<file path="src/rtl/height_history_renderer.sv">
// Height history renderer: keeps the last DEPTH height samples and draws each one as an F'II" glyph row.
// Optional feature macro NEWEST_BLINK_EN: the newest entry blinks with a 64-frame period.
module height_history_renderer #(
    parameter int unsigned DEPTH        = 10,
    parameter int unsigned START_X      = 50,
    parameter int unsigned START_Y      = 50,
    parameter int unsigned ROW_HEIGHT   = 40,
    parameter int unsigned CHAR_SPACING = 2,
    parameter int unsigned SCALE_SHIFT  = 1,
    parameter logic [5:0]  BG_COLOR     = 6'h3F
) (
    input  logic       clk,
    input  logic       reset_n,
    input  logic       sample_valid,
    input  logic [7:0] sample_inches,
    input  logic       clear,
    input  logic       frame_start,
    input  logic [9:0] Row,
    input  logic [9:0] Col,
    input  logic       valid,
    output logic [5:0] rgb_out,
    output logic [4:0] entry_count,
    output logic       sample_clamped
);

    localparam int unsigned GLYPH_W     = 8 << SCALE_SHIFT;
    localparam int unsigned GLYPH_H     = 16 << SCALE_SHIFT;
    localparam int unsigned SLOT_PITCH  = GLYPH_W + CHAR_SPACING;
    localparam logic [7:0]  MAX_INCHES  = 8'd107;
    localparam logic [5:0]  INK_COLOR   = 6'h30;
    localparam logic [3:0]  GLYPH_APOS  = 4'd10;
    localparam logic [3:0]  GLYPH_QUOTE = 4'd11;

    // 8x16 font, row 0 in the top byte, leftmost pixel in bit 7 of each byte.
    function automatic logic [7:0] glyph_row(input logic [3:0] g, input logic [3:0] r);
        logic [127:0] bm;
        logic [6:0]   base;
        case (g)
            4'd0:    bm = 128'h00003C66666E76666666663C00000000;
            4'd1:    bm = 128'h00001838781818181818187E00000000;
            4'd2:    bm = 128'h00003C6606060C183060667E00000000;
            4'd3:    bm = 128'h00003C6606061C060606663C00000000;
            4'd4:    bm = 128'h00000C1C3C6CCCFE0C0C0C1E00000000;
            4'd5:    bm = 128'h00007E6060607C060606663C00000000;
            4'd6:    bm = 128'h00001C3060607C666666663C00000000;
            4'd7:    bm = 128'h00007E66060C18303030303000000000;
            4'd8:    bm = 128'h00003C6666663C666666663C00000000;
            4'd9:    bm = 128'h00003C6666663E06060C187000000000;
            4'd10:   bm = 128'h00001818183000000000000000000000;
            4'd11:   bm = 128'h00006666664400000000000000000000;
            default: bm = '0;
        endcase
        base = {4'd15 - r, 3'b000};
        return bm[base +: 8];
    endfunction

    logic [6:0] hist_q [DEPTH];
    logic [6:0] hist_d [DEPTH];
    logic [6:0] snap_q [DEPTH];
    logic [6:0] snap_d [DEPTH];
    logic [3:0] wr_ptr_q, wr_ptr_d;
    logic [4:0] count_q, count_d;
    logic [3:0] snap_ptr_q, snap_ptr_d;
    logic [4:0] snap_cnt_q, snap_cnt_d;
    logic       clamped_q, clamped_d;
    logic [6:0] sample_sat;

    always_comb begin
        sample_sat = (sample_inches > MAX_INCHES) ? MAX_INCHES[6:0] : sample_inches[6:0];
        wr_ptr_d   = wr_ptr_q;
        count_d    = count_q;
        hist_d     = hist_q;
        clamped_d  = 1'b0;
        if (clear) begin
            wr_ptr_d = '0;
            count_d  = '0;
        end else if (sample_valid) begin
            hist_d[wr_ptr_q] = sample_sat;
            wr_ptr_d  = (wr_ptr_q == 4'(DEPTH - 1)) ? '0 : wr_ptr_q + 4'd1;
            count_d   = (count_q == 5'(DEPTH)) ? count_q : count_q + 5'd1;
            clamped_d = sample_inches > MAX_INCHES;
        end
    end

    // Snapshot samples the pre-write history, so a coincident sample shows up next frame.
    always_comb begin
        snap_d     = snap_q;
        snap_ptr_d = snap_ptr_q;
        snap_cnt_d = snap_cnt_q;
        if (frame_start) begin
            snap_d     = hist_q;
            snap_ptr_d = wr_ptr_q;
            snap_cnt_d = count_q;
        end
    end

    always_ff @(posedge clk or negedge reset_n) begin
        if (!reset_n) begin
            for (int unsigned i = 0; i < DEPTH; i++) begin
                hist_q[i] <= '0;
                snap_q[i] <= '0;
            end
            wr_ptr_q   <= '0;
            count_q    <= '0;
            snap_ptr_q <= '0;
            snap_cnt_q <= '0;
            clamped_q  <= 1'b0;
        end else begin
            hist_q     <= hist_d;
            snap_q     <= snap_d;
            wr_ptr_q   <= wr_ptr_d;
            count_q    <= count_d;
            snap_ptr_q <= snap_ptr_d;
            snap_cnt_q <= snap_cnt_d;
            clamped_q  <= clamped_d;
        end
    end

`ifdef NEWEST_BLINK_EN
    logic [5:0] frame_cnt_q, frame_cnt_d;

    always_comb begin
        frame_cnt_d = frame_start ? frame_cnt_q + 6'd1 : frame_cnt_q;
    end

    always_ff @(posedge clk or negedge reset_n) begin
        if (!reset_n) frame_cnt_q <= '0;
        else          frame_cnt_q <= frame_cnt_d;
    end
`endif

    logic [10:0] row_w, col_w, yoff, xoff;
    logic        hit_y, hit_x;
    logic [3:0]  k_sel;
    logic [2:0]  slot_sel;
    logic [5:0]  ent_sum;

    logic        s1_valid_q, s1_valid_d;
    logic        s1_hit_q, s1_hit_d;
    logic [3:0]  s1_k_q, s1_k_d;
    logic [2:0]  s1_slot_q, s1_slot_d;
    logic [2:0]  s1_xoff_q, s1_xoff_d;
    logic [3:0]  s1_yoff_q, s1_yoff_d;
    logic [6:0]  s1_val_q, s1_val_d;

    always_comb begin
        row_w    = {1'b0, Row};
        col_w    = {1'b0, Col};
        hit_y    = 1'b0;
        hit_x    = 1'b0;
        k_sel    = '0;
        slot_sel = '0;
        yoff     = '0;
        xoff     = '0;
        for (int unsigned k = 0; k < DEPTH; k++) begin
            if (row_w >= 11'(START_Y + k * ROW_HEIGHT) &&
                row_w <  11'(START_Y + k * ROW_HEIGHT + GLYPH_H)) begin
                hit_y = 1'b1;
                k_sel = 4'(k);
                yoff  = row_w - 11'(START_Y + k * ROW_HEIGHT);
            end
        end
        for (int unsigned j = 0; j < 5; j++) begin
            if (col_w >= 11'(START_X + j * SLOT_PITCH) &&
                col_w <  11'(START_X + j * SLOT_PITCH + GLYPH_W)) begin
                hit_x    = 1'b1;
                slot_sel = 3'(j);
                xoff     = col_w - 11'(START_X + j * SLOT_PITCH);
            end
        end
        // Newest entry sits just behind the snapshot write pointer.
        ent_sum = 6'(DEPTH - 1) + {2'b00, snap_ptr_q} - {2'b00, k_sel};
        if (ent_sum >= 6'(DEPTH)) ent_sum = ent_sum - 6'(DEPTH);

        s1_valid_d = valid;
        s1_hit_d   = hit_y && hit_x;
        s1_k_d     = k_sel;
        s1_slot_d  = slot_sel;
        s1_xoff_d  = 3'(xoff >> SCALE_SHIFT);
        s1_yoff_d  = 4'(yoff >> SCALE_SHIFT);
        s1_val_d   = snap_q[ent_sum[3:0]];
    end

    always_ff @(posedge clk or negedge reset_n) begin
        if (!reset_n) begin
            s1_valid_q <= 1'b0;
            s1_hit_q   <= 1'b0;
            s1_k_q     <= '0;
            s1_slot_q  <= '0;
            s1_xoff_q  <= '0;
            s1_yoff_q  <= '0;
            s1_val_q   <= '0;
        end else begin
            s1_valid_q <= s1_valid_d;
            s1_hit_q   <= s1_hit_d;
            s1_k_q     <= s1_k_d;
            s1_slot_q  <= s1_slot_d;
            s1_xoff_q  <= s1_xoff_d;
            s1_yoff_q  <= s1_yoff_d;
            s1_val_q   <= s1_val_d;
        end
    end

    logic [3:0] feet, inches, tens, ones, glyph;
    logic [7:0] font_bits;
    logic       ink, blink_hide;
    logic [5:0] rgb_q, rgb_d;

    always_comb begin
        feet   = 4'(s1_val_q / 7'd12);
        inches = 4'(s1_val_q % 7'd12);
        tens   = (inches >= 4'd10) ? 4'd1 : 4'd0;
        ones   = (inches >= 4'd10) ? inches - 4'd10 : inches;
        case (s1_slot_q)
            3'd0:    glyph = feet;
            3'd1:    glyph = GLYPH_APOS;
            3'd2:    glyph = tens;
            3'd3:    glyph = ones;
            default: glyph = GLYPH_QUOTE;
        endcase
        font_bits = glyph_row(glyph, s1_yoff_q);
        ink       = font_bits[3'd7 - s1_xoff_q];
`ifdef NEWEST_BLINK_EN
        blink_hide = frame_cnt_q[5] && (s1_k_q == 4'd0);
`else
        blink_hide = 1'b0;
`endif
        rgb_d = '0;
        if (s1_valid_q) begin
            rgb_d = BG_COLOR;
            if (s1_hit_q && ({1'b0, s1_k_q} < snap_cnt_q) && !blink_hide && ink)
                rgb_d = INK_COLOR;
        end
    end

    always_ff @(posedge clk or negedge reset_n) begin
        if (!reset_n) rgb_q <= '0;
        else          rgb_q <= rgb_d;
    end

    assign rgb_out        = rgb_q;
    assign entry_count    = count_q;
    assign sample_clamped = clamped_q;

endmodule
</file>
<file path="config.mk">
export PLATFORM = sky130hd
export DESIGN_NAME = height_history_renderer
export DESIGN_NICKNAME = d
export VERILOG_FILES = /design/src/rtl/height_history_renderer.sv
export SDC_FILE = /design/constraint.sdc
export NUM_CORES = 1
export LEC_CHECK = 0
export BUFFER_PORTS_ARGS = -buffer_cell sky130_fd_sc_hd__buf_2
export CORE_ASPECT_RATIO = 0.6
export CORE_MARGIN = 4
export CORE_UTILIZATION = 64
export CTS_BUF_LIST = sky130_fd_sc_hd__clkbuf_2 sky130_fd_sc_hd__clkbuf_4 sky130_fd_sc_hd__clkbuf_8
export DETAILED_ROUTE_END_ITERATION = 6
export HOLD_SLACK_MARGIN = 0.15
export PLACE_DENSITY = 0.85
export SLEW_MARGIN = 20
export SYNTH_ARGS = -nofsm -noshare
export SYNTH_HDL_FRONTEND = slang
export SYNTH_SLANG_ARGS = --single-unit
</file>
<file path="constraint.sdc">
create_clock -name clk -period 4.6 [get_ports clk]
set_clock_uncertainty 0.15 [all_clocks]
set_input_delay 0.46 -clock clk [delete_from_list [all_inputs] [get_ports clk]]
set_output_delay 0.46 -clock clk [all_outputs]
set_load 0.01 [all_outputs]
</file>
# Yosys cells after proc, flatten, opt, wreduce, memory -nomap -nowiden
# Memory sizes are Yosys's and may differ from the RTL's.
# Index checks and enable logic that the tools add are counted.
# classes
order_cmp	38
bitwise_logic	3
n_div	2
reduce_logical	23
n_eq_ne	6
shifts	1
n_addsub	23
mux	66
# ops
cell	count
$shiftx A128 B8 Y8	1
$mux W4	19
$bwmux W70	1
$mux W5	13
$lt A10 B7 Y1 const B	6
$ge A10 B7 Y1 const B	5
$lt A10 B9 Y1 const B	5
$ge A10 B8 Y1 const B	4
$ge A10 B9 Y1 const B	4
$lt A10 B8 Y1 const B	4
$sub A5 B5 Y5 const B	6
$bmux W7 S4	1
$demux W7 S4	1
$mux W7	4
$mux W1	21
$ge A10 B6 Y1 const B	2
$logic_and A1 B1 Y1	19
$pmux W4 S4	1
$sub A4 B4 Y4 const B	4
$ge A5 B5 Y1 const B	2
$not A4 Y5	2
$sub A5 B2 Y5 const B	2
$sub A5 B4 Y5 const B	2
$mux W3	3
other kinds (27)	30
# totals
ff_bits	188
n_memories	1
rom_bits	992
out_inout_bits	12
input_bits	34
elab_cells	196
# mem_list
memory	words	word_bits	rd	rd_ports_with_merged_regs	wr	line_no	text
(name not given)	16	62	1	0	0	38	case (g)

# Depth between registers and ports, before layout
# depth
ltp_word	18
mapped_depth	22
depth_no_buf	21

# Worst setup path before layout
# OpenSTA, ideal clock, no wires.
# synth_path
kind	input -> register
start	input port Row[2]
end	register s1_val_q[4]
required_ps	4303
setup_ps	147
slack_ps	-264
arrival_time_ps	4566
cell_stages	20
n_path_buf	1
cell_sequence	nor3_1 > nand2b_1 > nor2_1 > o22ai_1 > and2_1 > or4_1 > ha_1 > inv_1 > ha_1 > fa_1 > nor2_1 > o21ai_0 > nand2_1 > o221ai_1 > nor2_1 > a21oi_1 > clkbuf_1 > mux4_2 > mux2i_1 > o22ai_1
# synth_between
word_cells_on_any_way	44
cone_classes	add/sub (2); order compare (19); mux (13); bitwise (1); reduce/logical (9)
# synth_rtl
element	line_no	text
start: declaration	18	input logic [9:0] Row,
$ge A10 B8 Y1 or $lt A10 B8 Y1 (tied branches)	156, 157	
$logic_and A1 B1 Y1	156	if (row_w >= 11'(START_Y + k * ROW_HEIGHT) &&
$mux W4 (7 in a row)	156	
$mux W4 (*)	156	
named net k_sel[1]	134	logic [3:0] k_sel;
$sub A5 B4 Y6 (*)	172	ent_sum = 6'(DEPTH - 1) + {2'b00, snap_ptr_q} - {2'b00, k_sel};
$ge A6 B4 Y1 or $sub A4 B4 Y4 (tied branches)	173	if (ent_sum >= 6'(DEPTH)) ent_sum = ent_sum - 6'(DEPTH);
$mux W4 (*)	173	
$not A4 Y5 (not written as such) (*)	181	s1_val_d = snap_q[ent_sum[3:0]];
$bmux W7 S4 (*)	181	
$mux W7 (not written as such) (*) (2 in a row)	181	
named net s1_val_d[4]	144	logic [6:0] s1_val_q, s1_val_d;
end signal: assignment	200	s1_val_q <= s1_val_d;
end: declaration	144	
# The timed path passes the listed nets; every way through them passes the cells marked *. The select of a mux whose other input is x is not followed.
# A chain may end at the register's enable or synchronous reset.

# Final worst setup path
# layout_path
start	input port Row[2]
end	register s1_val_q[3]
# Same word-level chain as after synthesis.

==> out/qor.yml <==
grt_use_total_pct: 29.6
rr_endpoint: "rgb_out[3]"
max_cap_viol_count: 0
port_buffers: 45
grt.overflow.total: 0
mostFrequentLayoutCells: "dfrtp_1, nand2_1, o21ai_0"
synth.avg_cell_area_um2: 9.79
max-clock-path-buffers: 2
min_period_ns: 4.45
power_mw: 4.65
worstPathCellList: "buf_2, inv_1, ha_1, nor3b_2, nand2_1, nand2_1, nor3_2, a2111oi_1, or4_1, ha_1, inv_1, ha_1, fa_1, nor2_1, o21ai_0, nand2_1, o221ai_2, nor2_1, a21oi_2, buf_12, mux4_2, mux2i_2, o22ai_1"
cts_tree: "yes"
outcome: "finished, final reports clean"
yosysWarnings: 0
vias: 8499
drive_gt1_share_pct: 20.8
peakVddDrop_mv: 0.226
critPathMaxStageDelay_ns: 0.54
core-area_mm2: 0.0156
antenna_cells: 0
cp.required_ns: 4.79
vias_per_cell: 6.48
route.detailed.drc: 0
syn-num-nets: 1125
gp_congestion: 1.09
syn_area_mm2: 0.0104
clk_pin_slew_ns: 0.11
crit_fanout: 15
rows: 35
multi_input_comb_area_mm2: 0.00530
power.density_mw_per_mm2: 411
min_delay_path_depth: 3
drtIter0Drc: 1165
antenna_found_initial: 0
synth_compound_area_share_pct: 17.0
final_antenna_net_count: 0
min_path_type: "primary input to flop"
clk-insertion-delay-late_ns: 0.47
fp.dieH_um: 107
synth-adder-area-share_pct: 4.18
synth_edf_count: 0
synth-seq-cells: 184
cts.sinks: 184
register_area_mm2: 0.00460
yosys.area_share.simple_pct: 14.5
report.final.slew_viol_count: 0
crit_type: "primary input to flop"
fill_cells: 1045
r2r.worst_path.cells: 14
initial_core_util_pct: 66.4
yosysSeqAreaShare_pct: 44.5
fin_crit_sh_pct: 96.7
synthDistinctLibCells: 79
place_hpwl_um: 18700
setup_viol: 0
die_w_um: 172
final_common_cell: "dfrtp_1"
wirelength_um: 26500
p_leak_nw: 5.18
final_area_mm2: 0.0113
worstMarginPinSlew_ns: 1.12
dr.pass1.iters: 7
wire_per_inst_um: 20.2
cp_data_arrival_time_ns: 4.64
grt_pass1_vias: 8181
nNetsFinal: 1163
htree_levels: 4
hp-start: "Row[1]"
max_freq_mhz: 225
slowest_stage: "or4_1"
synth_cells: 1057
place_area_mm2: 0.0108
endpoint_kind: "flop"
synth-xor-area-share_pct: 1.51
max_slew_margin_pct: 25.7
synth_mux_area_share_pct: 13.7
hold_viol: 0
num_io_pins: 46
cts_made_buffers: 17
synth_top_family_by_area: "compound AO/OA/AOI/OAI gates"
grt_first_pass_wirelength_um: 43000
clk_root_buffer_cell: "clkbuf_8"
dieArea_mm2: 0.0183
regToRegSetupSlack_ns: 0.16
cp-start-kind: "primary input"
yosys_most_used_dff: "dfrtp_1"
grt_max_degree: 109
hold-path-endpoint: "s1_yoff_q[0]"
syn_to_final_growth_pct: 9.39
r2r-start: "s1_val_q[5]"
async_reset_ff_share_pct: 100
[cell usage after synthesis (all sizes together) (9+ instances only)]
library cell / number / area (um2)
nor3: 24 / 120
inv: 39 / 146
mux4: 14 / 315
a211oi: 11 / 87.6
o22ai: 17 / 106
a21oi: 49 / 245
o21ai: 116 / 584
mux2i: 25 / 250
nand2b: 12 / 75.1
nand3: 17 / 85.1
nor2: 62 / 235
buf: 21 / 154
clkbuf: 47 / 176
o211ai: 9 / 67.6
nand2: 147 / 552
nor2b: 10 / 62.6
dfrtp: 184 / 4600
mux2: 76 / 856
a31oi: 9 / 71.3
xnor2: 11 / 104
ha: 33 / 413
[critical path, delay by kind of cell]
kind                     cells  cell delay (ns)
AND/OR/NAND/NOR              8             1.24
buffers and inverters        4             0.41
multiplexers                 2             0.56
adder cells (fa/ha/maj)      4             1.25
AO/OA/AOI/OAI                5             0.69
[through the flow]
step / worst slack, ns / setup TNS, ns / instances / hold slack (ns) / util (%)
5_1_grt: -0.00958 / -0.00958 / 1311 / 0.195 / 72.6
3_5_place_dp: -0.241 / -1.35 / 1274 / 0.279 / 69.4
6_report: 0.150 / 0 / 1311 / 0.222 / 72.6
4_1_cts: 0.0986 / 0 / 1309 / 0.186 / 72.4
2_1_floorplan: 0.0867 / 0 / 1057 / 0.0144 / -
3_3_place_gp: 0.0864 / 0 / 1274 / 0.279 / 69.4
[cells by family (layout without fill, tap and decap cells)]
group,Yosys count,after routing
simple gates,323,323
flops,184,184
fa+ha+maj,34,34
mux,115,115
compound gates,276,276
xor+xnor,17,17
buf+inv,108,159
[what timing repair did]
action,4_1_cts,5_1_grt
endpoints found under the setup margin,0,8
setup buffers,0,2
gates resized for setup,0,6
hold buffers,3,0
hold endpoints to repair,117,0
[power by group]
group,total [mW],switching (mW),internal [mW]
logic,1.54,0.897,0.645
registers,1.99,0.183,1.80
clock network,1.12,0.699,0.426
[worst max-delay path by stage]
stage / start / slack (ns) / to / cells past startpoint
2_1_floorplan: Row[2] / 0.09 / s1_val_q[4] / 20
3_3_place_gp: Row[2] / 0.09 / s1_val_q[4] / 22
3_5_place_dp: Row[2] / -0.24 / s1_val_q[2] / 22
4_1_cts: Row[2] / 0.1 / s1_val_q[3] / 22
5_1_grt: Row[2] / -0.01 / s1_val_q[3] / 23
6_report: Row[2] / 0.15 / s1_val_q[3] / 23
[final cells by class]
type                            count  area share (%)
Clock buffer                       17            2.07
Clock inverter                     15            1.76
Inverter                           40            1.33
Multi-Input combinational cell    765            46.8
Sequential cell                   184            40.7
Tap cell                          203            2.24
Timing Repair Buffer               87            5.14
[sequential cells by signal (all words and copies together) (netlist names), 2 cells and up]
| name | count |
|---|---|
| entry_count | 5 |
| snap_ptr_q | 4 |
| snap_q | 70 |
| s1_slot_q | 3 |
| wr_ptr_q | 4 |
| rgb_out | 2 |
| s1_val_q | 7 |
| s1_yoff_q | 4 |
| s1_xoff_q | 3 |
| s1_k_q | 4 |
| snap_cnt_q | 5 |
| hist_q | 70 |
[routing by layer]
metal  wire [um]  vias to the layer above  GRT usage (%)
li1            -                     3869              -
met1       12100                     4125           46.0
met2       11300                      449           41.5
met3        2690                       56           7.99
met4         430                        0           6.51
met5           0                        -              0
(Power assumes the default switching activity.)
